<file path="src/rtl/fixed_point_unit_arbiter_pkg.sv">
// rtl/fixed_point_unit_arbiter_pkg.sv - opcode and FSM encodings shared by the FPU arbiter slice
package fixed_point_unit_arbiter_pkg;

    localparam logic [1:0] FPU_ADD  = 2'd0;
    localparam logic [1:0] FPU_SUB  = 2'd1;
    localparam logic [1:0] FPU_MUL  = 2'd2;
    localparam logic [1:0] FPU_SQRT = 2'd3;

    typedef enum logic [1:0] {
        FPU_ARB_IDLE    = 2'd0,
        FPU_ARB_ISSUE   = 2'd1,
        FPU_ARB_WAIT    = 2'd2,
        FPU_ARB_RESPOND = 2'd3
    } fpu_arb_state_e;

endpackage

</file>
<file path="src/rtl/fpu_rr_arbiter.sv">
// rtl/fpu_rr_arbiter.sv - combinational round-robin pick: first request at or after rr_ptr
module fpu_rr_arbiter #(
    parameter int N_REQ = 2,
    parameter int IDX_W = 1
) (
    input  logic [N_REQ-1:0] req,
    input  logic [IDX_W-1:0] rr_ptr,
    output logic [N_REQ-1:0] grant,
    output logic [IDX_W-1:0] grant_idx,
    output logic             grant_valid
);

    always_comb begin
        int idx;
        idx         = 0;
        grant       = '0;
        grant_idx   = '0;
        grant_valid = 1'b0;
        for (int off = 0; off < N_REQ; off++) begin
            idx = int'(rr_ptr) + off;
            if (idx >= N_REQ) begin
                idx = idx - N_REQ;
            end
            if (!grant_valid && req[IDX_W'(idx)]) begin
                grant_valid           = 1'b1;
                grant_idx             = IDX_W'(idx);
                grant[IDX_W'(idx)]    = 1'b1;
            end
        end
    end

endmodule

</file>
<file path="src/rtl/fixed_point_unit_arbiter.sv">
// rtl/fixed_point_unit_arbiter.sv - shares one multi-cycle FPU between N_REQ requesters
// with round-robin grant, held FPU inputs, response handshake and a hang watchdog.
module fixed_point_unit_arbiter
    import fixed_point_unit_arbiter_pkg::*;
#(
    parameter int WIDTH          = 32,
    parameter int N_REQ          = 2,
    parameter int TIMEOUT_CYCLES = 64
) (
    input  logic                   clk,
    input  logic                   reset,
    input  logic [N_REQ-1:0]       req_valid,
    output logic [N_REQ-1:0]       req_ready,
    input  logic [2*N_REQ-1:0]     req_operation,
    input  logic [WIDTH*N_REQ-1:0] req_operand_1,
    input  logic [WIDTH*N_REQ-1:0] req_operand_2,
    output logic [N_REQ-1:0]       rsp_valid,
    input  logic [N_REQ-1:0]       rsp_ready,
    output logic [WIDTH-1:0]       rsp_result,
    output logic                   rsp_error,
    output logic [WIDTH-1:0]       fpu_operand_1,
    output logic [WIDTH-1:0]       fpu_operand_2,
    output logic [1:0]             fpu_operation,
    output logic                   fpu_abort,
    input  logic [WIDTH-1:0]       fpu_result,
    input  logic                   fpu_ready
);

    localparam int IDX_W = $clog2(N_REQ);
    localparam int CNT_W = $clog2(TIMEOUT_CYCLES + 1);

    fpu_arb_state_e   state_q, state_d;
    logic [IDX_W-1:0] rr_ptr_q, rr_ptr_d;
    logic [IDX_W-1:0] grant_idx_q, grant_idx_d;
    logic [1:0]       op_q, op_d;
    logic [WIDTH-1:0] opnd1_q, opnd1_d;
    logic [WIDTH-1:0] opnd2_q, opnd2_d;
    logic [WIDTH-1:0] rsp_result_q, rsp_result_d;
    logic             rsp_error_q, rsp_error_d;
    logic             abort_q, abort_d;
    logic [CNT_W-1:0] cnt_q, cnt_d;

    logic [N_REQ-1:0] arb_grant;
    logic [IDX_W-1:0] arb_idx;
    logic             arb_valid;
    logic [1:0]       sel_op;
    logic [WIDTH-1:0] sel_a, sel_b;

    fpu_rr_arbiter #(.N_REQ(N_REQ), .IDX_W(IDX_W)) u_rr (
        .req         (req_valid),
        .rr_ptr      (rr_ptr_q),
        .grant       (arb_grant),
        .grant_idx   (arb_idx),
        .grant_valid (arb_valid)
    );

    always_comb begin
        sel_op = FPU_ADD;
        sel_a  = '0;
        sel_b  = '0;
        for (int i = 0; i < N_REQ; i++) begin
            if (arb_idx == IDX_W'(i)) begin
                sel_op = req_operation[2*i +: 2];
                sel_a  = req_operand_1[WIDTH*i +: WIDTH];
                sel_b  = req_operand_2[WIDTH*i +: WIDTH];
            end
        end
    end

    always_comb begin
        state_d      = state_q;
        rr_ptr_d     = rr_ptr_q;
        grant_idx_d  = grant_idx_q;
        op_d         = op_q;
        opnd1_d      = opnd1_q;
        opnd2_d      = opnd2_q;
        rsp_result_d = rsp_result_q;
        rsp_error_d  = rsp_error_q;
        abort_d      = 1'b0;
        cnt_d        = cnt_q;
        req_ready    = '0;
        rsp_valid    = '0;
        case (state_q)
            FPU_ARB_IDLE: begin
                req_ready = arb_grant;
                if (arb_valid) begin
                    op_d        = sel_op;
                    opnd1_d     = sel_a;
                    opnd2_d     = (sel_op == FPU_SQRT) ? '0 : sel_b;
                    grant_idx_d = arb_idx;
                    rr_ptr_d    = (arb_idx == IDX_W'(N_REQ - 1)) ? '0 : arb_idx + IDX_W'(1);
                    state_d     = FPU_ARB_ISSUE;
                end
            end
            // fpu_ready may still be high from the previous operation, so it is not looked at here.
            FPU_ARB_ISSUE: begin
                cnt_d   = '0;
                state_d = FPU_ARB_WAIT;
            end
            FPU_ARB_WAIT: begin
                cnt_d = cnt_q + 1'b1;
                if (fpu_ready) begin
                    rsp_result_d = fpu_result;
                    rsp_error_d  = 1'b0;
                    state_d      = FPU_ARB_RESPOND;
                end else if (cnt_q == CNT_W'(TIMEOUT_CYCLES - 1)) begin
                    rsp_result_d = '0;
                    rsp_error_d  = 1'b1;
                    abort_d      = 1'b1;
                    state_d      = FPU_ARB_RESPOND;
                end
            end
            FPU_ARB_RESPOND: begin
                rsp_valid[grant_idx_q] = 1'b1;
                if (rsp_ready[grant_idx_q]) begin
                    state_d = FPU_ARB_IDLE;
                end
            end
            default: state_d = FPU_ARB_IDLE;
        endcase
    end

    always_ff @(posedge clk or negedge reset) begin
        if (!reset) begin
            state_q      <= FPU_ARB_IDLE;
            rr_ptr_q     <= '0;
            grant_idx_q  <= '0;
            op_q         <= FPU_ADD;
            opnd1_q      <= '0;
            opnd2_q      <= '0;
            rsp_result_q <= '0;
            rsp_error_q  <= 1'b0;
            abort_q      <= 1'b0;
            cnt_q        <= '0;
        end else begin
            state_q      <= state_d;
            rr_ptr_q     <= rr_ptr_d;
            grant_idx_q  <= grant_idx_d;
            op_q         <= op_d;
            opnd1_q      <= opnd1_d;
            opnd2_q      <= opnd2_d;
            rsp_result_q <= rsp_result_d;
            rsp_error_q  <= rsp_error_d;
            abort_q      <= abort_d;
            cnt_q        <= cnt_d;
        end
    end

    assign fpu_operand_1 = opnd1_q;
    assign fpu_operand_2 = opnd2_q;
    assign fpu_operation = op_q;
    assign fpu_abort     = abort_q;
    assign rsp_result    = rsp_result_q;
    assign rsp_error     = rsp_error_q;

endmodule

</file>
<file path="config.mk">
export PLATFORM = sky130hd
export DESIGN_NAME = fixed_point_unit_arbiter
export DESIGN_NICKNAME = d
export VERILOG_FILES = /design/src/rtl/fixed_point_unit_arbiter_pkg.sv /design/src/rtl/fpu_rr_arbiter.sv /design/src/rtl/fixed_point_unit_arbiter.sv
export SDC_FILE = /design/constraint.sdc
export NUM_CORES = 1
export LEC_CHECK = 0
export ABC_AREA = 0
export BUFFER_PORTS_ARGS = -buffer_cell sky130_fd_sc_hd__buf_2
export CAP_MARGIN = 20
export CORE_MARGIN = 10
export CORE_UTILIZATION = 41
export DETAILED_ROUTE_END_ITERATION = 16
export PLACE_DENSITY = 0.79
export SLEW_MARGIN = 20
export SYNTH_ARGS = -nofsm -noshare
export SYNTH_HDL_FRONTEND = slang
export SYNTH_HIERARCHICAL = 1
export SYNTH_SLANG_ARGS = --single-unit
export TNS_END_PERCENT = 30
</file>
<file path="constraint.sdc">
create_clock -name clk -period 1.35 [get_ports clk]
set_input_delay 0.2025 -clock clk [delete_from_list [all_inputs] [get_ports clk]]
set_output_delay 0.2025 -clock clk [all_outputs]
set_load 0.02 [all_outputs]
</file>
==> results of run 1 <==
==> registers in the layout, summed over array words and instances, names as in the netlist <==
signal and flops:
cnt_q 7, fpu_abort 1, fpu_operand_1 32, fpu_operand_2 32
fpu_operation 2, grant_idx_q 1, rr_ptr_q 1, rsp_error 1
rsp_result 32, state_q 2
==> routing by layer <==
| layer | up-vias | GRT usage (%) |
|---|---|---|
| li1 | 2171 | - |
| met1 | 2152 | 20.91 |
| met2 | 222 | 30.19 |
| met3 | 22 | 7.774 |
| met4 | 0 | 5.686 |
| met5 | - | 0 |
==> cell type report <==
| class | count | area share (%) |
|---|---|---|
| flip-flops and latches | 111 | 37.31 |
| multi-input cells | 291 | 29.93 |
| repair buffers | 317 | 25.66 |
| clock buffers | 10 | 3.076 |
| well taps | 168 | 2.824 |
| clock inverters | 6 | 0.9412 |
| inverters | 5 | 0.2521 |
==> logic make-up (layout without fill, tap and decap cells) <==
family          Yosys count  after routing  share of synthesized area [%]
fa+ha+maj                 5              5                          1.217
simple gates            100            101                          8.299
other cells               1              1                        0.07294
flops                   111            111                          54.03
compound gates          115            115                          18.52
mux                      69             69                          13.48
buf+inv                  41            338                          4.381
==> layout by cell type, fill, tap and decap left out, types with 2 or more instances in the layout <==
cell type / count
clkbuf_16: 12
nand2_8: 2
inv_1: 3
o21ai_1: 17
and2_4: 3
nor2b_1: 3
o31ai_2: 30
clkinvlp_4: 2
nand3_1: 4
buf_6: 7
buf_12: 8
ha_1: 2
buf_2: 268
dfrtp_1: 111
nand2_1: 75
and2_1: 2
nor2_1: 3
a21o_1: 2
a21oi_1: 2
buf_4: 29
mux2i_1: 67
o21ai_0: 24
ha_2: 2
inv_2: 2
a22o_1: 32
==> Yosys cell counts <==
library cell | instances | area, um2
nor2_1 | 3 | 11.26
o221ai_1 | 1 | 8.760
mux2i_1 | 67 | 670.6
buf_6 | 4 | 45.04
o31ai_1 | 2 | 15.01
and2b_2 | 1 | 8.760
nor4_1 | 1 | 6.260
buf_1 | 3 | 11.26
nand4_1 | 1 | 6.260
o31a_1 | 1 | 8.760
a21o_1 | 2 | 15.01
o21ai_0 | 41 | 205.2
conb_1 | 1 | 3.750
nor2_2 | 1 | 6.260
mux2_1 | 1 | 11.26
a2bb2oi_1 | 1 | 8.760
and2_2 | 1 | 7.510
o21ai_2 | 1 | 8.760
o31ai_2 | 30 | 375.4
and3_1 | 1 | 6.260
dfrtp_1 | 111 | 2778
mux2_2 | 1 | 11.26
nand2_1 | 76 | 285.3
a21oi_1 | 3 | 15.01
nor2b_1 | 4 | 25.02
a32o_2 | 1 | 11.26
nor3_1 | 2 | 10.01
nand4b_1 | 1 | 8.760
clkbuf_1 | 8 | 30.03
inv_1 | 5 | 18.77
ha_1 | 5 | 62.56
buf_2 | 15 | 75.07
and2_1 | 4 | 25.02
nand3_1 | 4 | 20.02
buf_4 | 6 | 45.04
a22o_1 | 32 | 280.3
==> final timing paths <==
path | from | to | slack (ps) | depth (start not counted)
min in group asynchronous | reset | rsp_result[30] | 310 | 2
worst min register to register | fpu_operand_2[2] | fpu_operand_2[2] | 480 | 2
max in group asynchronous | reset | fpu_operand_1[30] | 480 | 3
worst max register to register | state_q[0] | state_q[1] | -210 | 5
worst max-delay path | state_q[0] | req_ready[0] | -230 | 5
worst min-delay path | fpu_result[8] | rsp_result[8] | 60 | 2
==> what timing repair did <==
item	in CTS	in global routing
resized for setup	34	6
hold buffers	1	0
buffers inserted	5	2
pin swaps	6	1
cloned	0	5
endpoints found under the setup margin	103	112
endpoints found under the hold margin	24	0
==> metrics by stage <==
stage	util (%)	hold WS (ps)	setup slack, ps
global placement	56.59	150.1	-148.0
detailed placement	56.59	152.5	-204.5
floorplan	-	-93.09	-105.4
CTS	59.98	50.77	-219.4
global route	61.21	42.84	-281.7
finish	61.21	64.46	-225.7
==> critical path, cell delays in order (launching register included) <==
cell,delay [ps]
dfrtp_1,410
inv_2,110
ha_4,140
buf_6,90
and2_4,140
buf_6,110
==> power by group <==
group / internal, mW / leakage [nW] / switching, mW
clock: 1.45 / 0.141 / 1.25
combinational: 3.56 / 2.32 / 4.91
sequential: 4.74 / 1.41 / 0.753
total: 9.75 / 3.87 / 6.91
==> key figures, run 1 <==
Final layout
  – Final instance area: 7445 um2
  – Post-layout instance count excluding filler cells: 908
  – Register area: 2778 um2
  – Layout cells sized above 1: 51.35%
  – Filler Cell Count: 989
  – # diodes: 0
  – Footprint of the multi-input gates: 2228 um2
  – Area grow syn2layout: 44.80%
  – Final net count: 911

Place
  – Area of placed instances: 6883 um2
  – Hpwl dp: 12.62 mm
  – Port buffer count: 272
  – GPL Wtd Cong: 0.7967
  – Placed cell count: 879

Yosys
  – Mapped Cells: 442
  – Number of synthesized register bits: 111
  – Synthesized cell area: 5141 um2
  – Syn Nets: 618
  – Syn. warnings: 6
  – Count of different cell masters after synthesis: 36
  – Sequential area share after synthesis: 54.03%
  – Syn avg cell area: 11.63 um2

Clock network
  – Clock sinks: 111
  – Clk Latency, worst-skew pair: 360 ps
  – Cts bufs inserted: 9
  – H-tree levels: 3
  – Root buf cell: clkbuf_16
  – CTS Buffer Depth: 2
  – TritonCTS clock tree: done
  – Clock transition at path regs: 70 ps

Pwr
  – P_leak: 3.871 nW
  – Pwr Total: 16.66 mW
  – Worst ir drop on vdd: 944.3 uV
  – Power Density: 2237 nW/um2

Flow run
  – Max Cap Violations: 0

Detailed routing
  – Via density: 5.030
  – Wire per inst: 18.34 um
  – Met2 WL post-DR: 8.081 mm
  – Top sig layer: met4
  – Final wirelength: 16.65 mm
  – Routed Antenna Nets: 0
  – # DRC: 0
  – 1st-iter DRT viols: 176
  – DR pass1 iterations: 4
  – Wire length on met3: 1.567 mm
  – Via count: 4567
  – Sum of routed wire segments on met1: 6.716 mm

Critical path
  – Crit end category: output pin
  – Critical Path Fanout Max: 3
  – Critical Path RT: 1150 ps
  – CP arrival: 1370 ps
  – Startpoint Class: flip-flop
  – Crit path kind: flip-flop to output pin

Global route
  – Number of global-route vias before repair: 4894
  – Initial antenna violation count: 0
  – GRT Total Usage: 18.27%
  – Gr ovfl total: 0
  – First-pass GRT wire length: 26.05 mm
  – Largest net degree at the start of global routing: 46

Floorplanning
  – Io pins: 275
  – FP Rows: 40
  – Chip width: 132.0 um
  – Die H: 132.0 um
  – Total die area: 17420 um2
  – Core region area: 12160 um2
  – Initial core utilization: 42.27%

STA
  – Fmax: 634.7 MHz
  – Final Setup Violations: 107
  – Hold Violations, Final: 0
  – Setup_tns: -14670 ps
  – RSZ-0062 raised after global routing: yes
  – Fin crit period: 1576 ps
  – Count of final max-slew check failures: 0
  – Tcrit/Tclk final: 116.7%
  – Clock skew: 4.972 ps
  – Final worst slack: -225.7 ps

Run status
  – Failing checks: negative setup slack
  – Status: complete, but fails checks

Min path
  – Tightest Hold Check Type: input port to flip-flop
No activity file was read; power rests on OpenSTA's default activity.
==> run 2, diff against run 1 <==
CORE_UTILIZATION = 49   (was 41)
PLACE_DENSITY = 0.88   (was 0.79)
clock period = 1.9 ns   (was 1.35 ns; I/O delays follow)
==> key figures, run 2 (synthesized netlist as in run 1, its figures left out) <==
Run status
  – Status: complete, but fails checks
  – Failing checks: negative hold slack

Pwr
  – Worst ir drop on vdd: 749.6 uV (-21%)
  – Power Density: 1573 nW/um2 (-30%)
  – P_leak: 3.614 nW (-6.6%)
  – Pwr Total: 10.79 mW (-35%)

STA
  – RSZ-0062 raised after global routing: no
  – Tcrit/Tclk final: 94.34%
  – Hold WS: -23.57 ps (-88.03 ps)
  – Actual slew at the worst max-slew pin: 725.3 ps
  – Fin crit period: 1792 ps
  – Final Setup Violations: 0 (-100%)
  – Setup_tns: 0 ps (+14670 ps)
  – Clock skew: 17.31 ps (+12.34 ps)
  – Final worst slack: 107.6 ps (+333.3 ps)
  – Fmax: 557.9 MHz
  – Count of final max-slew check failures: 0 (unchanged)
  – Max_slew headroom: 51.64%
  – Hold Violations, Final: 7 (+7)

Detailed routing
  – Final wirelength: 16.36 mm (-1.8%)
  – # DRC: 0 (unchanged)
  – Routed Antenna Nets: 0 (unchanged)
  – Via density: 5.284 (+5.1%)
  – Wire per inst: 19.43 um (+5.9%)
  – DR pass1 iterations: 4 (unchanged)
  – Via count: 4449 (-2.6%)
  – 1st-iter DRT viols: 432 (+150%)

Critical path
  – Startpoint Class: flip-flop
  – CP bufs+invs: 0 (-3)
  – Critical Path RT: 2190 ps (+1040 ps)
  – Critical Path Fanout Max: 16 (+13)
  – Crit end category: flip-flop
  – CP top delay family: compound AO/OA/AOI/OAI gates
  – Critical path's slowest cell: o21ai_2
  – Worst-path cell chain: ha_1 > nand4b_1 > nor2_2 > o21ai_2 > a22o_1
  – Max incr delay on CP: 600 ps (+190 ps)
  – CP arrival: 2090 ps (+720 ps)
  – Crit path kind: flip-flop to flip-flop

Floorplanning
  – Core region area: 10280 um2 (-15%)
  – FP Rows: 37 (-7.5%)
  – Io pins: 275 (unchanged)
  – Chip width: 122.4 um (-7.2%)
  – Initial core utilization: 50.02% (+7.8 points)
  – Die H: 122.4 um (-7.2%)
  – Total die area: 14990 um2 (-14%)

Global route
  – Gr ovfl total: 0 (unchanged)
  – GRT Total Usage: 20.68% (+2.4 points)
  – Number of global-route vias before repair: 4807 (-1.8%)
  – Largest net degree at the start of global routing: 112 (+140%)
  – First-pass GRT wire length: 24.87 mm (-4.5%)
  – Initial antenna violation count: 2 (+2)

Final layout
  – Footprint of the multi-input gates: 2163 um2 (-2.9%)
  – Area grow syn2layout: 33.51%
  – Final instance area: 6864 um2 (-7.8%)
  – Most common cell after layout, fill and taps aside: buf_2
  – Commonest cells after routing, fill and taps aside: buf_2 (271), dfrtp_1 (111), nand2_1 (75)
  – Layout cells sized above 1: 47.52% (-3.8 points)
  – Post-layout instance count excluding filler cells: 842 (-7.3%)
  – Register area: 2778 um2 (unchanged)
  – Final net count: 876 (-3.8%)
  – Filler Cell Count: 798 (-19%)

Place
  – Area of placed instances: 6635 um2 (-3.6%)
  – Hpwl dp: 12.83 mm (+1.6%)
  – GPL Wtd Cong: 0.8867 (+11%)
  – Placed cell count: 824 (-6.3%)
  – Post-Place Setup Slack: 93.69 ps (+298.2 ps)
  – Port buffer count: 272 (unchanged)

Clock network
  – Root buf cell: clkbuf_8
  – CTS Buffer Depth: 2 (unchanged)
  – H-tree levels: 3 (unchanged)
  – Post-CTS Setup Bufs: 0 (-5)
  – Clk Latency, worst-skew pair: 360 ps (about the same)
  – Hold buffers post-CTS: 0 (-1)
  – Clock transition at path regs: 110 ps (+40 ps)
  – Cts bufs inserted: 9 (unchanged)
  – Number of gates resized after cts: 0 (-100%)
  – Clock sinks: 111 (unchanged)
  – TritonCTS clock tree: done

Flow run
  – Max Cap Violations: 0 (unchanged)

Min path
  – Tightest Hold Check Type: input port to asynchronous set/reset pin
## run 2: changes by cell type in the layout (fill, tap and decap cells not counted), moves of 3 or more
cell,change
o21ai_1,-17
o21ai_0,+17
clkbuf_16,-12
buf_4,-24
buf_2,+3
ha_1,+3
clkbuf_8,+9
buf_6,-7
## run 2: final cells by class
type                       instances  share of cell area, %
antenna                            1                0.03646
clock buffer                      10                  1.859
clock inverter                     6                  1.312
inverter                           5                 0.2734
multi-input combinational        291                  31.52
sequential                       111                  40.47
tap                              136                  2.479
timing repair buffer             282                  22.06
## run 2: worst paths after layout
check                                   from                end  slack, ps  depth (start not counted)
max                                 cnt_q[0]     rsp_result[20]        110                          5
min                                    reset  fpu_operand_2[17]        -20                          2
max reg2reg                         cnt_q[0]     rsp_result[20]        110                          5
min reg2reg                fpu_operand_2[24]  fpu_operand_2[24]        490                          2
max in group asynchronous              reset   fpu_operand_1[6]       1470                          2
min in group clk              fpu_result[26]     rsp_result[26]        140                          2
## run 2: metal layers
layer | GRT usage (%) | part of all wire [%] | vias to the layer above | wire (um)
li1 | - | - | 2086 | -
met1 | 22.81 | 37 | 2112 | 6080
met2 | 35.94 | 49 | 227 | 8095
met3 | 8.264 | 11 | 22 | 1867
met4 | 6.406 | 1.9 | 2 | 304
met5 | 0 | 0.043 | - | 7
## run 2: per-stage QoR
stage / util [%] / hold WS (ps)
after floorplan: - / -10.59
after global placement: 64.49 / 404.8
after detailed placement: 64.56 / 411.4
after CTS: 66.68 / 9.176
after global routing: 66.79 / 28.45
final: 66.79 / -23.57
## run 2: worst register-to-register path, cell delays in order (launching register included)
cell and delay [ps]:
dfrtp_1 420, ha_1 230, nand4b_1 130, nor2_2 100, o21ai_2 610, a22o_1 240
## run 2: where the power goes
group          switching (mW)  internal [mW]
registers               0.564           3.36
clock network           0.806          0.752
logic                    3.30           2.01
total                    4.67           6.12
==> run 3, diff against run 2 <==
CORE_UTILIZATION = 50   (was 49)
CTS_BUF_LIST = sky130_fd_sc_hd__clkbuf_8   (was default)
PLACE_DENSITY = 0.9   (was 0.88)
==> key figures, run 3 (synthesized netlist as in run 1, its figures left out) <==
Run status
  – Status: complete, but fails checks
  – Failing checks: negative hold slack

Min path
  – Tightest Hold Check Type: input port to asynchronous set/reset pin

Final layout
  – Layout cells sized above 1: 47.73% (+0.22 points)
  – Area grow syn2layout: 33.37%
  – Final net count: 877 (+0.11%)
  – Most common cell after layout, fill and taps aside: buf_2
  – Post-layout instance count excluding filler cells: 839 (-0.36%)
  – Final instance area: 6857 um2 (-0.11%)
  – Commonest cells after routing, fill and taps aside: buf_2 (271), dfrtp_1 (111), nand2_1 (75)
  – # diodes: 0 (-1)

Critical path
  – CP arrival: 1510 ps (-580 ps)
  – Reg-to-reg startpoint: rr_ptr_q
  – Crit end category: output pin
  – Worst R2R Setup Slack: 140 ps (+30 ps)
  – Critical Path RT: 1620 ps (-570 ps)
  – RR Endpoint: fpu_operand_2[16]
  – Startpoint Class: flip-flop
  – Critical path origin: state_q[0]
  – Reg2reg path depth: 4 (-1)
  – Crit path kind: flip-flop to output pin
  – Critical Path Fanout Max: 4 (-12)

Clock network
  – H-tree levels: 3 (unchanged)
  – CTS Buffer Depth: 2 (unchanged)
  – Cts bufs inserted: 9 (unchanged)
  – Root buf cell: clkbuf_8
  – Clock transition at path regs: 100 ps (about the same)
  – TritonCTS clock tree: done
  – Clock sinks: 111 (unchanged)
  – Clk Latency, worst-skew pair: 360 ps (about the same)

Floorplanning
  – Io pins: 275 (unchanged)
  – Die H: 121.4 um (-0.84%)
  – Total die area: 14740 um2 (-1.7%)
  – Chip width: 121.4 um (-0.84%)
  – FP Rows: 36 (-2.7%)
  – Core region area: 9910 um2 (-3.6%)
  – Initial core utilization: 51.88% (+1.9 points)

Pwr
  – Power Density: 1567 nW/um2 (-0.34%)
  – Worst ir drop on vdd: 805.4 uV (+7.5%)
  – P_leak: 3.625 nW (+0.29%)

Global route
  – First-pass GRT wire length: 24.38 mm (-2.0%)
  – Initial antenna violation count: 0 (-2)
  – Gr ovfl total: 0 (unchanged)
  – Largest net degree at the start of global routing: 112 (unchanged)
  – Number of global-route vias before repair: 4736 (-1.5%)
  – GRT Total Usage: 20.59% (-0.097 points)

STA
  – Max_slew headroom: 48.23% (-3.4 points)
  – Hold WS: -2.153 ps (+21.42 ps)
  – Fmax: 557.8 MHz (about the same)
  – Count of final max-slew check failures: 0 (unchanged)
  – Tcrit/Tclk final: 94.36% (about the same)
  – Hold Violations, Final: 1 (-6)
  – Final Setup Violations: 0 (unchanged)
  – Fin crit period: 1793 ps (+0.4710 ps)
  – Setup_tns: 0 ps (unchanged)
  – Clock skew: 9.321 ps (-7.992 ps)
  – RSZ-0062 raised after global routing: no
  – Actual slew at the worst max-slew pin: 776.6 ps (+51.26 ps)

Detailed routing
  – Via density: 5.318 (+0.65%)
  – Via count: 4462 (+0.29%)
  – Wire length on met3: 1.822 mm (-2.4%)
  – Routed Antenna Nets: 0 (unchanged)
  – 1st-iter DRT viols: 274 (-37%)
  – # DRC: 0 (unchanged)
  – DR pass1 iterations: 4 (unchanged)
  – Top sig layer: met4
  – Met2 WL post-DR: 8.067 mm (-0.35%)
  – Sum of routed wire segments on met1: 5.901 mm (-2.9%)
  – Wire per inst: 19.10 um (-1.7%)
  – Final wirelength: 16.02 mm (-2.0%)

Flow run
  – Max Cap Violations: 0 (unchanged)

Place
  – Area of placed instances: 6618 um2 (-0.26%)
  – Port buffer count: 272 (unchanged)
  – Placed cell count: 823 (-0.12%)
  – Hpwl dp: 12.76 mm (-0.51%)
  – GPL Wtd Cong: 0.8467 (-4.5%)
## run 3: changes by cell type in the layout (fill, tap and decap cells not counted), moves of 2 or more
cell      delta
inv_6        -2
clkinv_2     +2
buf_4        +3
buf_12       -2
## run 3: cell type report
| cell class | count | area [um2] |
|---|---|---|
| fill | 761 | 3053 |
| sequential | 111 | 2778 |
| multi-input combinational | 290 | 2165 |
| timing repair buffer | 284 | 1508 |
| tap | 133 | 166.4 |
| clock buffer | 10 | 137.6 |
| clock inverter | 6 | 83.83 |
| inverter | 5 | 18.77 |
## run 3: metal layers
layer  vias to the layer above  track usage [%]
met4                         0            6.036
met3                        19            8.702
met2                       227            36.57
li1                       2091                -
met1                      2125            21.67
met5                         -                0
## run 3: worst max-delay path by stage
| stage | to |
|---|---|
| 2_1_floorplan | fpu_operand_2[17] |
| 3_3_place_gp | rsp_result[7] |
| 3_5_place_dp | fpu_operand_2[14] |
| 4_1_cts | req_ready[0] |
| 5_1_grt | req_ready[0] |
| 6_report | req_ready[0] |
## run 3: critical path, stage by stage (launching register included)
cell and delay, ps:
dfrtp_1 420, inv_1 120, ha_1 300, and2_1 150, buf_2 170
## run 3: where the power goes
part           internal (mW)  switching (mW)  leakage (nW)  total (mW)
combinational           1.99            3.29          2.10        5.28
sequential              3.36           0.551          1.41        3.91
clock                  0.775           0.780         0.116        1.56
total                   6.13            4.62          3.62        10.7
## run 3: metrics by stage
stage	power, mW	setup slack, ps	utilization, %	hold WS [ps]
detailed placement	9.279	-53.62	66.78	416.7
global route	11.42	19.69	69.19	35.54
global placement	9.000	-72.27	66.67	404.5
finish	10.75	107.1	69.19	-2.153
CTS	10.84	69.22	69.12	15.36
floorplan	7.365	381.7	-	-10.59
## run 3: timing repair
action	in CTS	in global routing
setup buffers	0	0
hold buffers	0	0
resized for setup	1	1
endpoints found under the hold margin	0	0
setup endpoints to repair	12	12
